$ cat src/rtl/hazard_stall_ctrl_pkg.sv
// Shared types and constants for the ID-stage hazard/stall controller.
// Imported by the interface, the comparator and the top.
package hazard_stall_ctrl_pkg;

    localparam int RA_W    = 4;
    localparam int STALL_W = 2;
    localparam int CNT_W   = 16;

    localparam logic [RA_W-1:0] ZERO_REG = '0;
    localparam logic [1:0]      RW_NONE  = 2'b00;

    typedef enum logic [1:0] {
        IDLE   = 2'd0,
        STALL  = 2'd1,
        FREEZE = 2'd2
    } state_e;

    typedef struct packed {
        logic lu;
        logic ba;
        logic bl;
        logic bm;
    } hz_t;

endpackage

$ cat src/rtl/hazard_stall_ctrl_if.sv
// Signal bundle between the ID/EX/MEM pipeline and the stall controller.
// master drives hazard/memory status, slave returns the stall controls.
interface hazard_stall_ctrl_if;
    import hazard_stall_ctrl_pkg::*;

    logic [RA_W-1:0]  id_rs;
    logic [RA_W-1:0]  id_rt;
    logic             id_uses_rs;
    logic             id_uses_rt;
    logic             id_is_branch;
    logic             br_taken;
    logic [RA_W-1:0]  ex_rd;
    logic [1:0]       ex_regwrite;
    logic             ex_memread;
    logic [RA_W-1:0]  mem_rd;
    logic             mem_memread;
    logic             dmem_req;
    logic             dmem_ready;
    logic             Delay;
    logic             pc_write;
    logic             ifid_write;
    logic             if_flush;
    logic             pipe_freeze;
    logic             mem_err;
    logic [CNT_W-1:0] stall_cycles;

    modport master (
        output id_rs, id_rt, id_uses_rs, id_uses_rt,
        output id_is_branch, br_taken,
        output ex_rd, ex_regwrite, ex_memread,
        output mem_rd, mem_memread,
        output dmem_req, dmem_ready,
        input  Delay, pc_write, ifid_write, if_flush,
        input  pipe_freeze, mem_err, stall_cycles
    );

    modport slave (
        input  id_rs, id_rt, id_uses_rs, id_uses_rt,
        input  id_is_branch, br_taken,
        input  ex_rd, ex_regwrite, ex_memread,
        input  mem_rd, mem_memread,
        input  dmem_req, dmem_ready,
        output Delay, pc_write, ifid_write, if_flush,
        output pipe_freeze, mem_err, stall_cycles
    );

endinterface

$ cat src/rtl/hazard_stall_ctrl_match.sv
// Combinational comparator of ID sources against EX/MEM destinations.
// r0 never produces a hit.
module hazard_match
    import hazard_stall_ctrl_pkg::*;
(
    input  logic [RA_W-1:0] id_rs_i,
    input  logic [RA_W-1:0] id_rt_i,
    input  logic            id_uses_rs_i,
    input  logic            id_uses_rt_i,
    input  logic            id_is_branch_i,
    input  logic [RA_W-1:0] ex_rd_i,
    input  logic [1:0]      ex_regwrite_i,
    input  logic            ex_memread_i,
    input  logic [RA_W-1:0] mem_rd_i,
    input  logic            mem_memread_i,
    output hz_t             hz_o
);

    logic ex_hit;
    logic mem_hit;
    logic ex_wr;

    assign ex_hit = (ex_rd_i != ZERO_REG) &&
                    ((id_uses_rs_i && id_rs_i == ex_rd_i) ||
                     (id_uses_rt_i && id_rt_i == ex_rd_i));

    assign mem_hit = (mem_rd_i != ZERO_REG) &&
                     ((id_uses_rs_i && id_rs_i == mem_rd_i) ||
                      (id_uses_rt_i && id_rt_i == mem_rd_i));

    assign ex_wr = (ex_regwrite_i != RW_NONE);

    // Classify the hazard terms
    always_comb begin
        hz_o    = '0;
        hz_o.lu = ex_memread_i && ex_wr && ex_hit;
        hz_o.ba = id_is_branch_i && !ex_memread_i && ex_wr && ex_hit;
        hz_o.bl = id_is_branch_i && ex_memread_i && ex_hit;
        hz_o.bm = id_is_branch_i && mem_memread_i && mem_hit;
    end

endmodule

$ cat src/rtl/hazard_stall_ctrl.sv
// ID-stage stall controller: bubbles, PC/IF-ID enables, flush, freeze.
// Multi-cycle stalls are held in a small FSM with a down-counter.
module hazard_stall_ctrl
    import hazard_stall_ctrl_pkg::*;
#(
    parameter int MEM_TIMEOUT = 64
) (
    input  logic clk,
    input  logic reset,
    hazard_stall_ctrl_if.slave bus
);

    localparam int TMO_W = $clog2(MEM_TIMEOUT + 1);

    state_e             state_q, state_d;
    state_e             ret_q, ret_d;
    logic [STALL_W-1:0] cnt_q, cnt_d;
    logic [TMO_W-1:0]   tmo_q, tmo_d;
    logic               merr_q, merr_d;
    logic [CNT_W-1:0]   stat_q, stat_d;

    hz_t  hz;
    logic frz_req;
    logic dly, pcw, flush, frz;

    hazard_match u_match (
        .id_rs_i        (bus.id_rs),
        .id_rt_i        (bus.id_rt),
        .id_uses_rs_i   (bus.id_uses_rs),
        .id_uses_rt_i   (bus.id_uses_rt),
        .id_is_branch_i (bus.id_is_branch),
        .ex_rd_i        (bus.ex_rd),
        .ex_regwrite_i  (bus.ex_regwrite),
        .ex_memread_i   (bus.ex_memread),
        .mem_rd_i       (bus.mem_rd),
        .mem_memread_i  (bus.mem_memread),
        .hz_o           (hz)
    );

    assign frz_req = bus.dmem_req && !bus.dmem_ready;

    // Next state, counters and stall controls
    always_comb begin
        state_d = state_q;
        ret_d   = ret_q;
        cnt_d   = cnt_q;
        tmo_d   = tmo_q;
        merr_d  = merr_q;
        stat_d  = stat_q;
        dly     = 1'b0;
        pcw     = 1'b0;
        flush   = 1'b0;
        frz     = 1'b0;
        unique case (state_q)
            IDLE: begin
                if (frz_req) begin
                    frz     = 1'b1;
                    state_d = FREEZE;
                    ret_d   = IDLE;
                    tmo_d   = TMO_W'(1);
                end else if (hz.bl) begin
                    dly     = 1'b1;
                    cnt_d   = STALL_W'(1);
                    state_d = STALL;
                end else if (hz.lu || hz.ba || hz.bm) begin
                    dly = 1'b1;
                end else begin
                    pcw   = 1'b1;
                    flush = bus.id_is_branch && bus.br_taken;
                end
            end
            STALL: begin
                if (frz_req) begin
                    frz     = 1'b1;
                    state_d = FREEZE;
                    ret_d   = STALL;
                    tmo_d   = TMO_W'(1);
                end else begin
                    dly   = 1'b1;
                    cnt_d = cnt_q - 1'b1;
                    if (cnt_d == '0) state_d = IDLE;
                end
            end
            FREEZE: begin
                frz = 1'b1;
                if (tmo_q != TMO_W'(MEM_TIMEOUT)) tmo_d = tmo_q + 1'b1;
                if (bus.dmem_ready) state_d = ret_q;
            end
            default: state_d = IDLE;
        endcase
        if (frz && tmo_d == TMO_W'(MEM_TIMEOUT)) merr_d = 1'b1;
        if (dly && !frz && stat_q != '1) stat_d = stat_q + 1'b1;
    end

    // State and counter registers
    always_ff @(posedge clk) begin
        if (reset) begin
            state_q <= IDLE;
            ret_q   <= IDLE;
            cnt_q   <= '0;
            tmo_q   <= '0;
            merr_q  <= 1'b0;
            stat_q  <= '0;
        end else begin
            state_q <= state_d;
            ret_q   <= ret_d;
            cnt_q   <= cnt_d;
            tmo_q   <= tmo_d;
            merr_q  <= merr_d;
            stat_q  <= stat_d;
        end
    end

    assign bus.Delay        = reset | dly;
    assign bus.pc_write     = !reset & pcw;
    assign bus.ifid_write   = !reset & pcw;
    assign bus.if_flush     = reset | flush;
    assign bus.pipe_freeze  = !reset & frz;
    assign bus.mem_err      = merr_q;
    assign bus.stall_cycles = stat_q;

endmodule

$ cat src/flat_wrapper.sv
// flat-port wrapper written by rule: the top's interface ports become plain ports
module hazard_stall_ctrl_flat import hazard_stall_ctrl_pkg::*;
#(
    parameter int MEM_TIMEOUT = 64
)
  (clk, reset, bus_id_rs, bus_id_rt, bus_id_uses_rs, bus_id_uses_rt, bus_id_is_branch, bus_br_taken, bus_ex_rd, bus_ex_regwrite, bus_ex_memread, bus_mem_rd, bus_mem_memread, bus_dmem_req, bus_dmem_ready, bus_Delay, bus_pc_write, bus_ifid_write, bus_if_flush, bus_pipe_freeze, bus_mem_err, bus_stall_cycles);
  hazard_stall_ctrl_if bus_i ();
  input  logic clk;
  input  logic reset;
  input wire logic [$bits(bus_i.id_rs)-1:0] bus_id_rs;
  input wire logic [$bits(bus_i.id_rt)-1:0] bus_id_rt;
  input wire logic [$bits(bus_i.id_uses_rs)-1:0] bus_id_uses_rs;
  input wire logic [$bits(bus_i.id_uses_rt)-1:0] bus_id_uses_rt;
  input wire logic [$bits(bus_i.id_is_branch)-1:0] bus_id_is_branch;
  input wire logic [$bits(bus_i.br_taken)-1:0] bus_br_taken;
  input wire logic [$bits(bus_i.ex_rd)-1:0] bus_ex_rd;
  input wire logic [$bits(bus_i.ex_regwrite)-1:0] bus_ex_regwrite;
  input wire logic [$bits(bus_i.ex_memread)-1:0] bus_ex_memread;
  input wire logic [$bits(bus_i.mem_rd)-1:0] bus_mem_rd;
  input wire logic [$bits(bus_i.mem_memread)-1:0] bus_mem_memread;
  input wire logic [$bits(bus_i.dmem_req)-1:0] bus_dmem_req;
  input wire logic [$bits(bus_i.dmem_ready)-1:0] bus_dmem_ready;
  output wire logic [$bits(bus_i.Delay)-1:0] bus_Delay;
  output wire logic [$bits(bus_i.pc_write)-1:0] bus_pc_write;
  output wire logic [$bits(bus_i.ifid_write)-1:0] bus_ifid_write;
  output wire logic [$bits(bus_i.if_flush)-1:0] bus_if_flush;
  output wire logic [$bits(bus_i.pipe_freeze)-1:0] bus_pipe_freeze;
  output wire logic [$bits(bus_i.mem_err)-1:0] bus_mem_err;
  output wire logic [$bits(bus_i.stall_cycles)-1:0] bus_stall_cycles;
  assign bus_i.id_rs = bus_id_rs;
  assign bus_i.id_rt = bus_id_rt;
  assign bus_i.id_uses_rs = bus_id_uses_rs;
  assign bus_i.id_uses_rt = bus_id_uses_rt;
  assign bus_i.id_is_branch = bus_id_is_branch;
  assign bus_i.br_taken = bus_br_taken;
  assign bus_i.ex_rd = bus_ex_rd;
  assign bus_i.ex_regwrite = bus_ex_regwrite;
  assign bus_i.ex_memread = bus_ex_memread;
  assign bus_i.mem_rd = bus_mem_rd;
  assign bus_i.mem_memread = bus_mem_memread;
  assign bus_i.dmem_req = bus_dmem_req;
  assign bus_i.dmem_ready = bus_dmem_ready;
  assign bus_Delay = bus_i.Delay;
  assign bus_pc_write = bus_i.pc_write;
  assign bus_ifid_write = bus_i.ifid_write;
  assign bus_if_flush = bus_i.if_flush;
  assign bus_pipe_freeze = bus_i.pipe_freeze;
  assign bus_mem_err = bus_i.mem_err;
  assign bus_stall_cycles = bus_i.stall_cycles;
  hazard_stall_ctrl #(.MEM_TIMEOUT(MEM_TIMEOUT)) u_core (.clk(clk), .reset(reset), .bus(bus_i));
endmodule
$ cat config.mk
export PLATFORM = sky130hd
export DESIGN_NAME = hazard_stall_ctrl_flat
export DESIGN_NICKNAME = d
export VERILOG_FILES = /design/src/rtl/hazard_stall_ctrl_pkg.sv /design/src/rtl/hazard_stall_ctrl_if.sv /design/src/rtl/hazard_stall_ctrl_match.sv /design/src/rtl/hazard_stall_ctrl.sv /design/src/flat_wrapper.sv
export SDC_FILE = /design/constraint.sdc
export NUM_CORES = 1
export LEC_CHECK = 0
export CAP_MARGIN = 10
export CELL_PAD_IN_SITES_DETAIL_PLACEMENT = 1
export CELL_PAD_IN_SITES_GLOBAL_PLACEMENT = 1
export CORE_MARGIN = 2
export CORE_UTILIZATION = 35
export CTS_CLUSTER_SIZE = 16
export DETAILED_ROUTE_END_ITERATION = 12
export GPL_TIMING_DRIVEN = 1
export PLACE_DENSITY_LB_ADDON = 0.1
export SLEW_MARGIN = 0
export SYNTH_ARGS = -nofsm -noshare
export SYNTH_HDL_FRONTEND = slang
export SYNTH_SLANG_ARGS = --single-unit
$ cat constraint.sdc
create_clock -name clk -period 4.1 [get_ports clk]
set_input_delay 1.025 -clock clk [delete_from_list [all_inputs] [get_ports clk]]
set_output_delay 1.025 -clock clk [all_outputs]
set_load 0.005 [all_outputs]
==> results of run 1 <==
-- how the worst max path moves through the flow --
stage | startpoint | to | slack, ns | depth (start not counted)
floorplan | bus_ex_rd[0] | bus_pc_write | 0.46 | 9
global placement | bus_ex_rd[0] | bus_if_flush | -0.14 | 8
detailed placement | bus_ex_rd[0] | bus_pc_write | -0.20 | 8
CTS | bus_ex_rd[0] | bus_Delay | 0.1 | 8
global route | bus_mem_rd[3] | bus_if_flush | 0.002 | 8
finish | bus_ex_rd[0] | bus_Delay | 0.11 | 8
-- layer usage --
metal	vias up	GRT usage [%]	routed length [µm]
li1	986	-	-
met1	940	24.56	2612
met2	35	32.07	2612
met3	6	4.138	197
met4	0	4.737	59
met5	-	0	0
-- power by group through the flow --
| stage | registers, W | logic [W] | clock network, W |
|---|---|---|---|
| final | 0.000287 | 0.000117 | 0.000320 |
| after detailed placement | 0.000294 | 0.000118 | 0 |
| after floorplan | 0.000293 | 0.0000569 | 0 |
| after CTS | 0.000287 | 0.000118 | 0.000322 |
| after global routing | 0.000288 | 0.000130 | 0.000336 |
| after global placement | 0.000294 | 0.000116 | 0 |
-- flip-flops by register name, indices dropped and copies added, names as in the netlist --
signal                   flops
u_core.bus.mem_err           1
u_core.bus.stall_cycles     16
u_core.cnt_q                 2
u_core.ret_q                 1
u_core.state_q               2
u_core.tmo_q                 7
-- synthesized netlist by cell type (2+ instances only) --
| master | number |
|---|---|
| xor2_1 | 8 |
| or3_1 | 9 |
| mux2_4 | 3 |
| nand3_1 | 10 |
| o21ai_0 | 9 |
| and4_1 | 3 |
| buf_6 | 2 |
| and3_1 | 5 |
| nor2b_1 | 3 |
| nor4_1 | 4 |
| inv_1 | 8 |
| or4_1 | 8 |
| nand2_1 | 16 |
| dfxtp_1 | 29 |
| xnor2_1 | 9 |
| mux2i_1 | 3 |
| and2_1 | 5 |
| nor3_1 | 4 |
| o21ai_1 | 6 |
| clkbuf_1 | 7 |
| buf_2 | 2 |
| nor2_1 | 20 |
| a31oi_1 | 3 |
| ha_1 | 4 |
| o31ai_1 | 7 |
| a21oi_1 | 22 |
| nor3b_1 | 3 |
| nand4_1 | 6 |
-- cells by family after synthesis --
logic type / count (synthesis)
AOI/OAI and AO/OA: 55
xor gates and xnor gates: 17
adders and majority gates: 4
buffers and inverters: 20
DFF: 29
muxes: 6
and+or+nand+nor: 107
-- tightest hold or removal path, delay by kind of cell (launching register included) --
family | cells | cell delay, ns
compound gates | 2 | 0.13
flops | 1 | 0.31
-- through the flow --
stage | instance area [µm²] | power [W]
finish | 2678 | 0.0007246
global route | 2678 | 0.0007541
CTS | 2669 | 0.0007277
detailed placement | 2542 | 0.0004119
global placement | 2542 | 0.0004103
floorplan | 1918 | 0.0003498
-- layout make-up --
| class | instances | area (µm²) | share of cell area [%] |
|---|---|---|---|
| Multi-Input combinational cell | 189 | 1262 | 47.15 |
| Timing Repair Buffer | 64 | 600.6 | 22.43 |
| Sequential cell | 29 | 580.6 | 21.68 |
| Tap cell | 70 | 87.58 | 3.271 |
| Clock buffer | 7 | 86.33 | 3.224 |
| Clock inverter | 1 | 30.03 | 1.121 |
| Inverter | 8 | 30.03 | 1.121 |
-- what timing repair did --
action	4_1_cts	5_1_grt
hold buffers	0	0
buffers inserted	0	0
resized for setup	8	2
endpoints found under the setup margin	4	4
==> metrics.md, run 1 <==
| Metric | Value |
|---|---|
| Outcome | completed |
| Post-synthesis average cell area | 8.059 µm² |
| Min-Delay Path Class | flip-flop to flip-flop |
| Mux share of post-synthesis cell area | 3.914% |
| Critical-path cell list | clkdlybuf4s50_1 -> or3_4 -> a21oi_2 -> o22ai_2 -> a2111oi_4 -> buf_4 -> o21ai_0 -> dlygate4sd2_1 |
| Clock power share | approximately 44% |
| Hold depth | 2 |
| Hold EP | u_core.cnt_q[1] |
| Comb power frac | between 10% and 20% |
| Final hold vios | 0 |
| Post-DRT Antenna Nets | 0 |
| ANT cells | 0 |
| Synth Area in Adders | 2.609% |
| Syn_nets | 270 |
| Layout net count | 329 |
| Routed WL per cell | approximately 15 µm |
| Setup Viol. Count Final | 0 |
| Largest family of logic cells by synthesized area | simple AND/OR/NAND/NOR gates |
| #FFs+latches synth | 29 |
| DP Worst Slack | -0.1966 ns |
| Max_cap viols | 0 |
| Die area | 6089 µm² |
| Largest buffer count on any clock path | 2 |
| Startpoint types | input pin |
| Drc violations | 0 |
| CP max-delay cell | clkdlybuf4s50_1 |
| CTS HTree Levels | 2 |
| GRT Util Overall | a little under a fifth |
| Min cycle time layout | around 4.0 ns |
| Max Fclk | 250.7 MHz |
| Top Family by Delay on Critical Path | buffers and inverters |
| Period utilization | 97.29% |
| Core area | ~5200 µm² |
| Initial antenna violation count | 0 |
| Port bufs | 49 |
| CP max FO | 2 |
| Sequential Power Share | a little under 40% |
| Worst hold slack | 0.4858 ns |
| Post-synthesis simple-gate area fraction | about a third |
| Unrepaired setup endpoints after global routing | no |
| Die H | about 78 µm |
| Detail Placement HPWL | approximately 4.1 mm |
| Layout cells sized above 1 | approximately an eighth |
| Vias in the first global route | approximately 2000 |
| Compound-cell area share of the yosys netlist | 18.40% |
| Final Max Slew Viols | 0 |
| Initial Util | approximately 37% |
| Largest net degree at the start of global routing | 28 |
| Slowest cell delay on critical path | 0.42 ns |
| TritonCTS buffer count | 5 |
| Clk_skew | 0.01061 ns |
| Most frequent cells in the layout | clkdlybuf4s50_1 (44), dfxtp_1 (29), a21oi_1 (20) |
| Post-Synthesis Cells | around 240 |
| Worst Path Buf+Inv | 3 |
| Ys async rst share | 0% |
| Xor/xnor share of the synthesized area | 7.763% |
| Post-synthesis cell area | 1918 µm² |
| R2R Path Start | u_core.bus.stall_cycles[5] |
| Critical path class | input pin to output port |
| Sw Share | between 20% and 30% |
| Rows | 26 |
| Inst Count DP | 360 |
| Most used DFF post-synth | dfxtp_1 |
| Syn. warnings | 0 |
| DRT Pass-1 Iters | 4 |
| Worst EP required | about 3.1 ns |
| Final setup margin | between 0.1 and 0.15 ns |
| Worst Path Arrival | roughly 3.0 ns |
| Reg clk slew, reported paths | 0.06 ns |
| Synth area leader | dfxtp_1 |
| Via density per instance | 5.345 |
| Leak | roughly 0.94 nW |
| Die Span X | 78.03 µm |
| Finished Core Util | between 50 and 60% |
| Post-synth cell types | 48 |
| Layout fillers | approximately 650 |
| Hold Crit Start | u_core.cnt_q[1] |
| Post-synth EDFFs | 0 |
| VDD IR max | 148.0 µV |
| TritonCTS clock tree | yes |
| R2r worst-path depth | 6 |
| IO Count | 50 |
| Post-synthesis sequential area ratio | between 30% and 40% |
| Crit. End Element | output port |
| Area grow syn2layout | 39.60% |
| Post-Route WL | roughly 5.5 mm |
| First-pass GRT wire length | ~9.4 mm |
| Top post-synthesis cells by area | dfxtp_1 (30%), a21oi_1 (5.7%), xnor2_1 (4.1%) |
| Most common cell after layout, fill and taps aside | clkdlybuf4s50_1 |
| Share of the synthesized area in the top cell type | approximately 30% |
| Initial DRC Count | 73 |
| Worst-skew pair later-pin latency | just under 0.3 ns |
| Setup TNS | 0 ns |
| Pwr Density | around 270 nW/µm² |
| Switching pwr | approximately 0.00018 W |
| Clock Sinks | 29 |
| Setup slack, reg-to-reg | about 2 ns |
| Worst slew margin | a little over two thirds |
| Non-filler instance count after layout | ~370 |
| Clock root buffer master | clkbuf_8 |
| RR Endpoint | u_core.bus.stall_cycles[5] |
| Placer Congestion | between 0.7 and 0.8 |
| Vias | approximately 2000 |
| Worst-margin pin slew | roughly 0.45 ns |
| GRT overflow | 0 |
| P_int | roughly 0.00054 W |
Note: power is estimated with default switching activity, not from simulation.
==> run 2: changes to the inputs <==
--- a/config.mk
+++ b/config.mk
@@ -13,7 +13,7 @@
 export CTS_CLUSTER_SIZE = 16
 export DETAILED_ROUTE_END_ITERATION = 12
 export GPL_TIMING_DRIVEN = 1
-export PLACE_DENSITY_LB_ADDON = 0.1
+export PLACE_DENSITY = 0.9
 export SLEW_MARGIN = 0
 export SYNTH_ARGS = -nofsm -noshare
 export SYNTH_HDL_FRONTEND = slang
==> metrics.md, run 2 (synthesized netlist as in run 1, its figures left out) <==
| Metric | Value |
|---|---|
| Outcome | completed |
| Setup TNS | 0 ns (unchanged) |
| Critical Path End | bus_if_flush |
| Most common cell after layout, fill and taps aside | clkdlybuf4s50_1 |
| Final setup margin | 0.09320 ns (-0.01780 ns) |
| Most frequent cells in the layout | clkdlybuf4s50_1 (32), dfxtp_1 (29), a21oi_1 (20) |
| Min cycle time layout | 4.007 ns (+0.01780 ns) |
| Hold depth | 1 (-1) |
| R2R Path Start | u_core.bus.stall_cycles[4] |
| VDD IR max | 118.2 µV (-20%) |
| Startpoint types | input pin |
| Clock root buffer master | clkbuf_8 |
| Layout cells sized above 1 | 14.67% (+1.6 points) |
| Max_cap viols | 0 (unchanged) |
| Drc violations | 0 (unchanged) |
| Port bufs | 49 (unchanged) |
| Clock Sinks | 29 (unchanged) |
| Finished Core Util | 51.25% (-0.19 points) |
| Leak | 0.9887 nW (+4.7%) |
| Critical path class | input pin to output port |
| DP Worst Slack | -0.2391 ns (-0.04250 ns) |
| Unrepaired setup endpoints after global routing | no |
| Worst hold slack | 0.4657 ns (-0.02011 ns) |
| Worst Path Arrival | 2.98 ns (+0.02 ns) |
| Die Span X | 78.03 µm (unchanged) |
| Setup slack, reg-to-reg | 2.10 ns (+0.04 ns) |
| Crit. End Element | output port |
| RR Endpoint | u_core.bus.stall_cycles[0] |
| ANT cells | 0 (unchanged) |
| Worst-margin pin slew | 0.4059 ns (-0.04028 ns) |
| IO Count | 50 (unchanged) |
| Final hold vios | 0 (unchanged) |
| Detail Placement HPWL | 4.342 mm (+5.9%) |
| Vias in the first global route | 2196 (+8.6%) |
| Final Max Slew Viols | 0 (unchanged) |
| Worst-skew pair later-pin latency | 0.29 ns (about the same) |
| Largest net degree at the start of global routing | 28 (unchanged) |
| Min-Delay Path Class | flip-flop to flip-flop |
| GRT overflow | 0 (unchanged) |
| Die H | 78.03 µm (unchanged) |
| CP startpoint | bus_ex_rd[2] |
| Reg clk slew, reported paths | 0.06 ns (about the same) |
| First-pass GRT wire length | 9.929 mm (+5.7%) |
| Vias | 2036 (+3.5%) |
| Post-DRT Antenna Nets | 0 (unchanged) |
| Initial antenna violation count | 0 (unchanged) |
| Largest buffer count on any clock path | 2 (unchanged) |
| Rows | 26 (unchanged) |
| Max Fclk | 249.6 MHz (-0.44%) |
| GRT Util Overall | 20.26% (+1.3 points) |
| Post-Route WL | 5.810 mm (+6.0%) |
| Worst slew margin | 72.69% (+2.7 points) |
| Period utilization | 97.73% (+0.43 points) |
| Initial Util | 36.85% (unchanged) |
| DRT Pass-1 Iters | 4 (unchanged) |
| Setup Viol. Count Final | 0 (unchanged) |
| Via density per instance | 5.503 (+2.9%) |
| Placer Congestion | 0.8728 (+13%) |
| TritonCTS buffer count | 5 (unchanged) |
| Clk_skew | 0.007309 ns (-0.003296 ns) |
| R2r worst-path depth | 6 (unchanged) |
| Routed WL per cell | 15.70 µm (+5.4%) |
| TritonCTS clock tree | yes |
| Core area | 5205 µm² (unchanged) |
| CP max FO | 2 (unchanged) |
| Initial DRC Count | 88 (+21%) |
| Max reg flops | 16 (unchanged) |
| Area grow syn2layout | 39.07% |
| Pwr Density | 242.5 nW/µm² (-10%) |
| Layout net count | 331 (+0.61%) |
| Die area | 6089 µm² (unchanged) |
| Worst EP required | 3.07 ns (about the same) |
| CTS HTree Levels | 2 (unchanged) |
==> run 2: changes by cell type in the layout (fill, tap and decap cells not counted), sizes merged <==
| cell | change |
|---|---|
| clkinv | +2 |
| clkdlybuf4s50 | -12 |
| clkbuf | -1 |
| buf | +3 |
| dlygate4sd2 | +8 |
| dlymetal6s2s | +3 |
| bufinv | -1 |
==> run 2: metal layers <==
| metal | GRT usage (%) | vias to the layer above | wire [µm] |
|---|---|---|---|
| met5 | 0 | - | 0 |
| met4 | 9.298 | 0 | 108 |
| met3 | 4.598 | 9 | 256 |
| met2 | 36.64 | 52 | 3040 |
| met1 | 22.46 | 978 | 2405 |
| li1 | - | 997 | - |
==> run 2: critical path, stage by stage <==
cell           delay [ns]
dlygate4sd2_1        0.25
or3_4                0.42
a21oi_2              0.15
o22ai_2              0.12
a2111oi_4            0.36
nand2_2              0.12
buf_4                0.15
buf_4                0.12
o21ai_1              0.12
buf_2                0.14
==> run 2: how the worst min path moves through the flow <==
stage,startpoint,endpoint,slack [ns]
2_1_floorplan,u_core.cnt_q[1],u_core.cnt_q[1],0.45
3_3_place_gp,u_core.cnt_q[1],u_core.cnt_q[1],0.46
3_5_place_dp,u_core.bus.mem_err,u_core.bus.mem_err,0.46
4_1_cts,u_core.bus.mem_err,u_core.bus.mem_err,0.47
5_1_grt,u_core.bus.mem_err,u_core.bus.mem_err,0.48
6_report,u_core.bus.mem_err,u_core.bus.mem_err,0.47
==> run 2: power by group <==
| group | total (W) | internal, W | switching [W] |
|---|---|---|---|
| Sequential | 0.000288 | 0.000284 | 0.00000345 |
| Clock | 0.000237 | 0.000117 | 0.000120 |
| Combinational | 0.000122 | 0.0000617 | 0.0000602 |
| Total | 0.000647 | 0.000463 | 0.000184 |
==> run 2: what timing repair did <==
item	in CTS	in global routing
hold buffers	0	0
hold endpoints to repair	0	0
gates resized for setup	21	7
setup buffers	3	0
pin swaps	9	7
setup endpoints to repair	4	2
==> run 2: area by class of cell <==
class	instances	area, µm²
Clock buffer	6	72.57
Clock inverter	2	10.01
Fill cell	649	2537
Inverter	8	30.03
Multi-Input combinational cell	189	1279
Sequential cell	29	580.6
Tap cell	70	87.58
Timing Repair Buffer	66	608.1
==> run 2: metrics by stage <==
stage | power (W) | instance area [µm²] | cells
CTS | 0.0006531 | 2648 | 371
floorplan | 0.0003498 | 1918 | 238
detailed placement | 0.0004137 | 2542 | 360
global placement | 0.0004088 | 2542 | 360
finish | 0.0006470 | 2668 | 370
global route | 0.0006755 | 2668 | 370
==> run 3: changes to the inputs <==
--- a/config.mk
+++ b/config.mk
@@ -14,6 +14,7 @@
 export DETAILED_ROUTE_END_ITERATION = 12
 export GPL_TIMING_DRIVEN = 1
 export PLACE_DENSITY = 0.9
+export RECOVER_POWER = 50
 export SLEW_MARGIN = 0
 export SYNTH_ARGS = -nofsm -noshare
 export SYNTH_HDL_FRONTEND = slang
==> metrics.md, run 3 (synthesized netlist as in run 1, its figures left out) <==
| Metric | Value |
|---|---|
| CP max FO | 2 (unchanged) |
| Final setup margin | 0.09310 ns (-0.00009330 ns) |
| Die Span X | 78.03 µm (unchanged) |
| First-pass GRT wire length | 9.929 mm (unchanged) |
| Total power | 0.0006464 W (about the same) |
| Setup slack, reg-to-reg | 2.10 ns (about the same) |
| Max_cap viols | 0 (unchanged) |
| TritonCTS buffer count | 5 (unchanged) |
| Placer Congestion | 0.8728 (unchanged) |
| Rows | 26 (unchanged) |
| R2r worst-path depth | 5 (-1) |
| Most common cell after layout, fill and taps aside | dfxtp_1 |
| Initial DRC Count | 88 (unchanged) |
| Largest buffer count on any clock path | 2 (unchanged) |
| GRT Util Overall | 20.26% (unchanged) |
| Layout fillers | 650 (+0.15%) |
| CP max-delay cell | or3_4 |
| Via density per instance | 5.527 (+0.44%) |
| IO Count | 50 (unchanged) |
| Startpoint types | input pin |
| Period utilization | 97.73% (about the same) |
| Die H | 78.03 µm (unchanged) |
| # hold bufs at CTS | 0 (unchanged) |
| Max Fclk | 249.6 MHz (about the same) |
| Largest net degree at the start of global routing | 28 (unchanged) |
| Clock root buffer master | clkbuf_8 |
| Non-filler instance count after layout | 370 (unchanged) |
| RR Endpoint | u_core.bus.stall_cycles[15] |
| Inst Count DP | 360 (unchanged) |
| Final Max Slew Viols | 0 (unchanged) |
| DP Worst Slack | -0.2391 ns (unchanged) |
| Clock Sinks | 29 (unchanged) |
| Worst slew margin | 17.34% (-55 points) |
| Die area | 6089 µm² (unchanged) |
| Most frequent cells in the layout | dfxtp_1 (29), a21oi_1 (20), nor2_1 (19) |
| Drc violations | 0 (unchanged) |
| Vias | 2045 (+0.44%) |
| Layout net count | 331 (unchanged) |
| Leak | 1.046 nW (+5.8%) |
| Routed WL per cell | 15.70 µm (unchanged) |
| Reg clk slew, reported paths | 0.06 ns (about the same) |
| R2R Path Start | u_core.bus.stall_cycles[4] |
| Worst-skew pair later-pin latency | 0.30 ns (about the same) |
| Final hold vios | 0 (unchanged) |
| Unrepaired setup endpoints after global routing | no |
| Slowest cell delay on critical path | 0.42 ns (about the same) |
| Critical path class | input pin to output port |
| Worst Path Arrival | 2.98 ns (about the same) |
| CP startpoint | bus_ex_rd[2] |
| VDD IR max | 117.2 µV (-0.89%) |
| TritonCTS clock tree | yes |
| Setup Viol. Count Final | 0 (unchanged) |
| ANT cells | 0 (unchanged) |
| Max reg flops | 16 (unchanged) |
| Setup TNS | 0 ns (unchanged) |
| Detail Placement HPWL | 4.342 mm (unchanged) |
| Critical Path End | bus_if_flush |
| Most frequent CP cell | buf_4 |
| Min cycle time layout | 4.007 ns (+0.00009330 ns) |
| Initial Util | 36.85% (unchanged) |
| GRT overflow | 0 (unchanged) |
| Worst EP required | 3.07 ns (about the same) |
| Initial antenna violation count | 0 (unchanged) |
| Post-Route WL | 5.810 mm (unchanged) |
| Clk_skew | 0.007804 ns (+0.0004947 ns) |
| Min-Delay Path Class | flip-flop to flip-flop |
| Worst-margin pin slew | 1.240 ns (+0.8340 ns) |
| CTS HTree Levels | 2 (unchanged) |
| Critical-path cell list | dlygate4sd2_1 -> or3_4 -> a21oi_2 -> o22ai_2 -> a2111oi_4 -> nand2_2 -> buf_4 -> buf_4 -> o21ai_1 -> buf_2 |
| Core area | 5205 µm² (unchanged) |
| Layout cells sized above 1 | 14.33% (-0.33 points) |
| Pwr Density | 242.6 nW/µm² (about the same) |
| Port bufs | 49 (unchanged) |
| Area grow syn2layout | 38.88% |
| Worst hold slack | 0.4606 ns (-0.005119 ns) |
| Crit. End Element | output port |
| Post-DRT Antenna Nets | 0 (unchanged) |
| DRT Pass-1 Iters | 4 (unchanged) |
| Outcome | completed |
| Vias in the first global route | 2196 (unchanged) |
==> run 3: worst min path at each step <==
| stage | startpoint | slack, ns | endpoint | cells past startpoint |
|---|---|---|---|---|
| after floorplan | u_core.cnt_q[1] | 0.45 | u_core.cnt_q[1] | 2 |
| after global placement | u_core.cnt_q[1] | 0.46 | u_core.cnt_q[1] | 2 |
| after detailed placement | u_core.bus.mem_err | 0.46 | u_core.bus.mem_err | 1 |
| after CTS | u_core.bus.mem_err | 0.47 | u_core.bus.mem_err | 1 |
| after global routing | u_core.bus.mem_err | 0.48 | u_core.bus.mem_err | 1 |
| final | u_core.bus.mem_err | 0.46 | u_core.bus.mem_err | 1 |
==> run 3: stage by stage <==
step | utilization (%) | cell area, µm²
6_report | 51.18 | 2664
3_3_place_gp | 48.85 | 2542
4_1_cts | 50.87 | 2648
3_5_place_dp | 48.85 | 2542
5_1_grt | 51.18 | 2664
2_1_floorplan | - | 1918
==> run 3: final cells by class <==
type	instances	area [µm²]	area share [%]
clock buffer	6	72.57	2.724
clock inverter	2	10.01	0.3758
inverter	8	30.03	1.127
multi-input combinational	189	1279	48.00
sequential	29	580.6	21.79
tap	70	87.58	3.288
timing repair buffer	66	604.3	22.69
==> run 3: worst max-delay path, delay by kind of cell <==
family                 cells  cell delay, ns
buffers and inverters      4            0.66
and+or+nand+nor            2            0.54
AOI/OAI and AO/OA          4            0.75
==> run 3: repair_timing <==
action	CTS	global route
pin swaps	9	7
gates resized for setup	21	7
setup endpoints to repair	4	2
setup buffers	3	0
==> run 3: power breakdown <==
part / switching (W) / total, W / internal, W
sequential: 0.00000343 / 0.000288 / 0.000284
clock: 0.000120 / 0.000237 / 0.000117
combinational: 0.0000603 / 0.000121 / 0.0000609
total: 0.000184 / 0.000646 / 0.000463
==> run 3: routing by layer <==
layer	wire, µm	global-route usage (%)	vias to the layer above
met5	0	0	-
met4	108	9.298	0
met3	233	4.598	9
met2	3048	36.64	47
met1	2420	22.46	992
li1	-	-	997
==> variant, RTL diff (flow settings as in run 2) <==
Encoding of `state_e`: now one-hot (3 bits for 3 states).
--- a/src/rtl/hazard_stall_ctrl_pkg.sv
+++ b/src/rtl/hazard_stall_ctrl_pkg.sv
@@ -9,10 +9,10 @@
     localparam logic [RA_W-1:0] ZERO_REG = '0;
     localparam logic [1:0]      RW_NONE  = 2'b00;
 
-    typedef enum logic [1:0] {
-        IDLE   = 2'd0,
-        STALL  = 2'd1,
-        FREEZE = 2'd2
+    typedef enum logic [2:0] {
+        IDLE   = 3'b001,
+        STALL  = 3'b010,
+        FREEZE = 3'b100
     } state_e;
 
     typedef struct packed {
Formal check against the unedited RTL: no difference found for any inputs over 10 cycles, from zero or initial values and one cycle with reset high; not proved beyond that.
==> variant against run 2 <==
Final area grew 5.4%; first-iteration DRC count down 33%; synthesized cell count is 11% higher; area after synthesis is 4.7% higher; power grew 5.6%; critical endpoint is now bus_pc_write; critical path type unchanged; sequential cell count is 2 higher; setup slack got worse by 0.076 ns; largest power group unchanged; combinational power increased by 7%; wire length up 13%.
==> variant: results (changes against run 2) <==
outcome:
  status: "finished clean"  # unchanged
cts:
  postCtsSetupRepairBufs: 0  # was 3
placed_design:
  place_area_mm2: 0.00259  # was 0.00254 mm2
  gp_congestion: 0.840  # was 0.873
logic_synthesis:
  synthTopCellsByCount: "31 x a21oi_1, 31 x dfxtp_1, 23 x nor2_1"  # was 29 x dfxtp_1, 22 x a21oi_1, 20 x nor2_1
  seq_area_frac_synth_pct: 30.9  # was 30.3%
  yosys-top-cells-area: "dfxtp_1 31%, a21oi_1 7.7%, xnor2_1 5.2%, o21ai_0 5.0%, nor2_1 4.3%"  # was dfxtp_1 30%, a21oi_1 5.7%, xnor2_1 4.1%, nor2_1 3.9%, xor2_1 3.7%
  synth_fp_nets: 295  # was 270
  syn_area_per_cell_um2: 7.64  # was 8.06 um2
pwr:
  clockPowerShare_pct: 35.2  # was 36.7%
  pwr-share-comb_pct: 19.1  # was 18.8%
  leakage_nw: 1.09  # was 0.989 nW
  p_total_mw: 0.683  # was 0.647 mW
  irDropWorstVdd_uv: 118  # about the same
worst_setup_path:
  r2r_start: "u_core.state_q[0]"  # was u_core.bus.stall_cycles[4]
  crit_path_end: "bus_pc_write"  # was bus_if_flush
  cp-startpoint: "bus_ex_rd[1]"  # was bus_ex_rd[2]
  cp.arrival_ns: 3.06  # was 2.98 ns
  reg2reg_to: "u_core.bus.stall_cycles[4]"  # was u_core.bus.stall_cycles[0]
global_route:
  grt_pass1_wl_um: 10400  # was 9930 um
  met2_usage_pct: 37.0  # was 36.6%
  grt_util_met1_pct: 22.9  # was 22.5%
  grt_max_degree: 31  # was 28
  grt_pass1_vias: 2282  # was 2,196
  met3_usage_pct: 4.41  # was 4.60%
drt:
  wl_met3_um: 235  # was 256 um
  route.met2.wl_um: 3470  # was 3040 um
  drt_iter0_drc: 59  # was 88
finish:
  fin_cells: 394  # was 370
  nNetsFinal: 353  # was 331
sta:
  slew_headroom_pct: 63.3  # was 72.7%
  timing.final.crit_period_ns: 4.08  # was 4.01 ns
## variant: kinds of logic after synthesis
logic type,after synthesis,share of synthesized area (%)
adder cells (fa/ha/maj),4,2.49
AO/OA/AOI/OAI,70,20.7
XOR/XNOR,20,8.72
flip-flops,31,30.9
buffers and inverters,20,4.92
multiplexers,3,1.62
AND/OR/NAND/NOR,115,30.6
## variant: layout make-up
class / instances / area (um2)
inverters: 10 / 37.5
well taps: 72 / 90.1
repair buffers: 61 / 602
clock buffers: 7 / 76.3
multi-input cells: 212 / 1380
clock inverters: 1 / 5.00
flip-flops and latches: 31 / 621
fillers: 686 / 2730
## variant: critical path, stage by stage
cell,delay [ns]
dlygate4sd2_1,0.27
or3_4,0.43
a21oi_4,0.15
o22ai_2,0.11
a21boi_4,0.16
buf_4,0.16
nor2_4,0.09
and2_4,0.15
clkdlybuf4s50_1,0.49
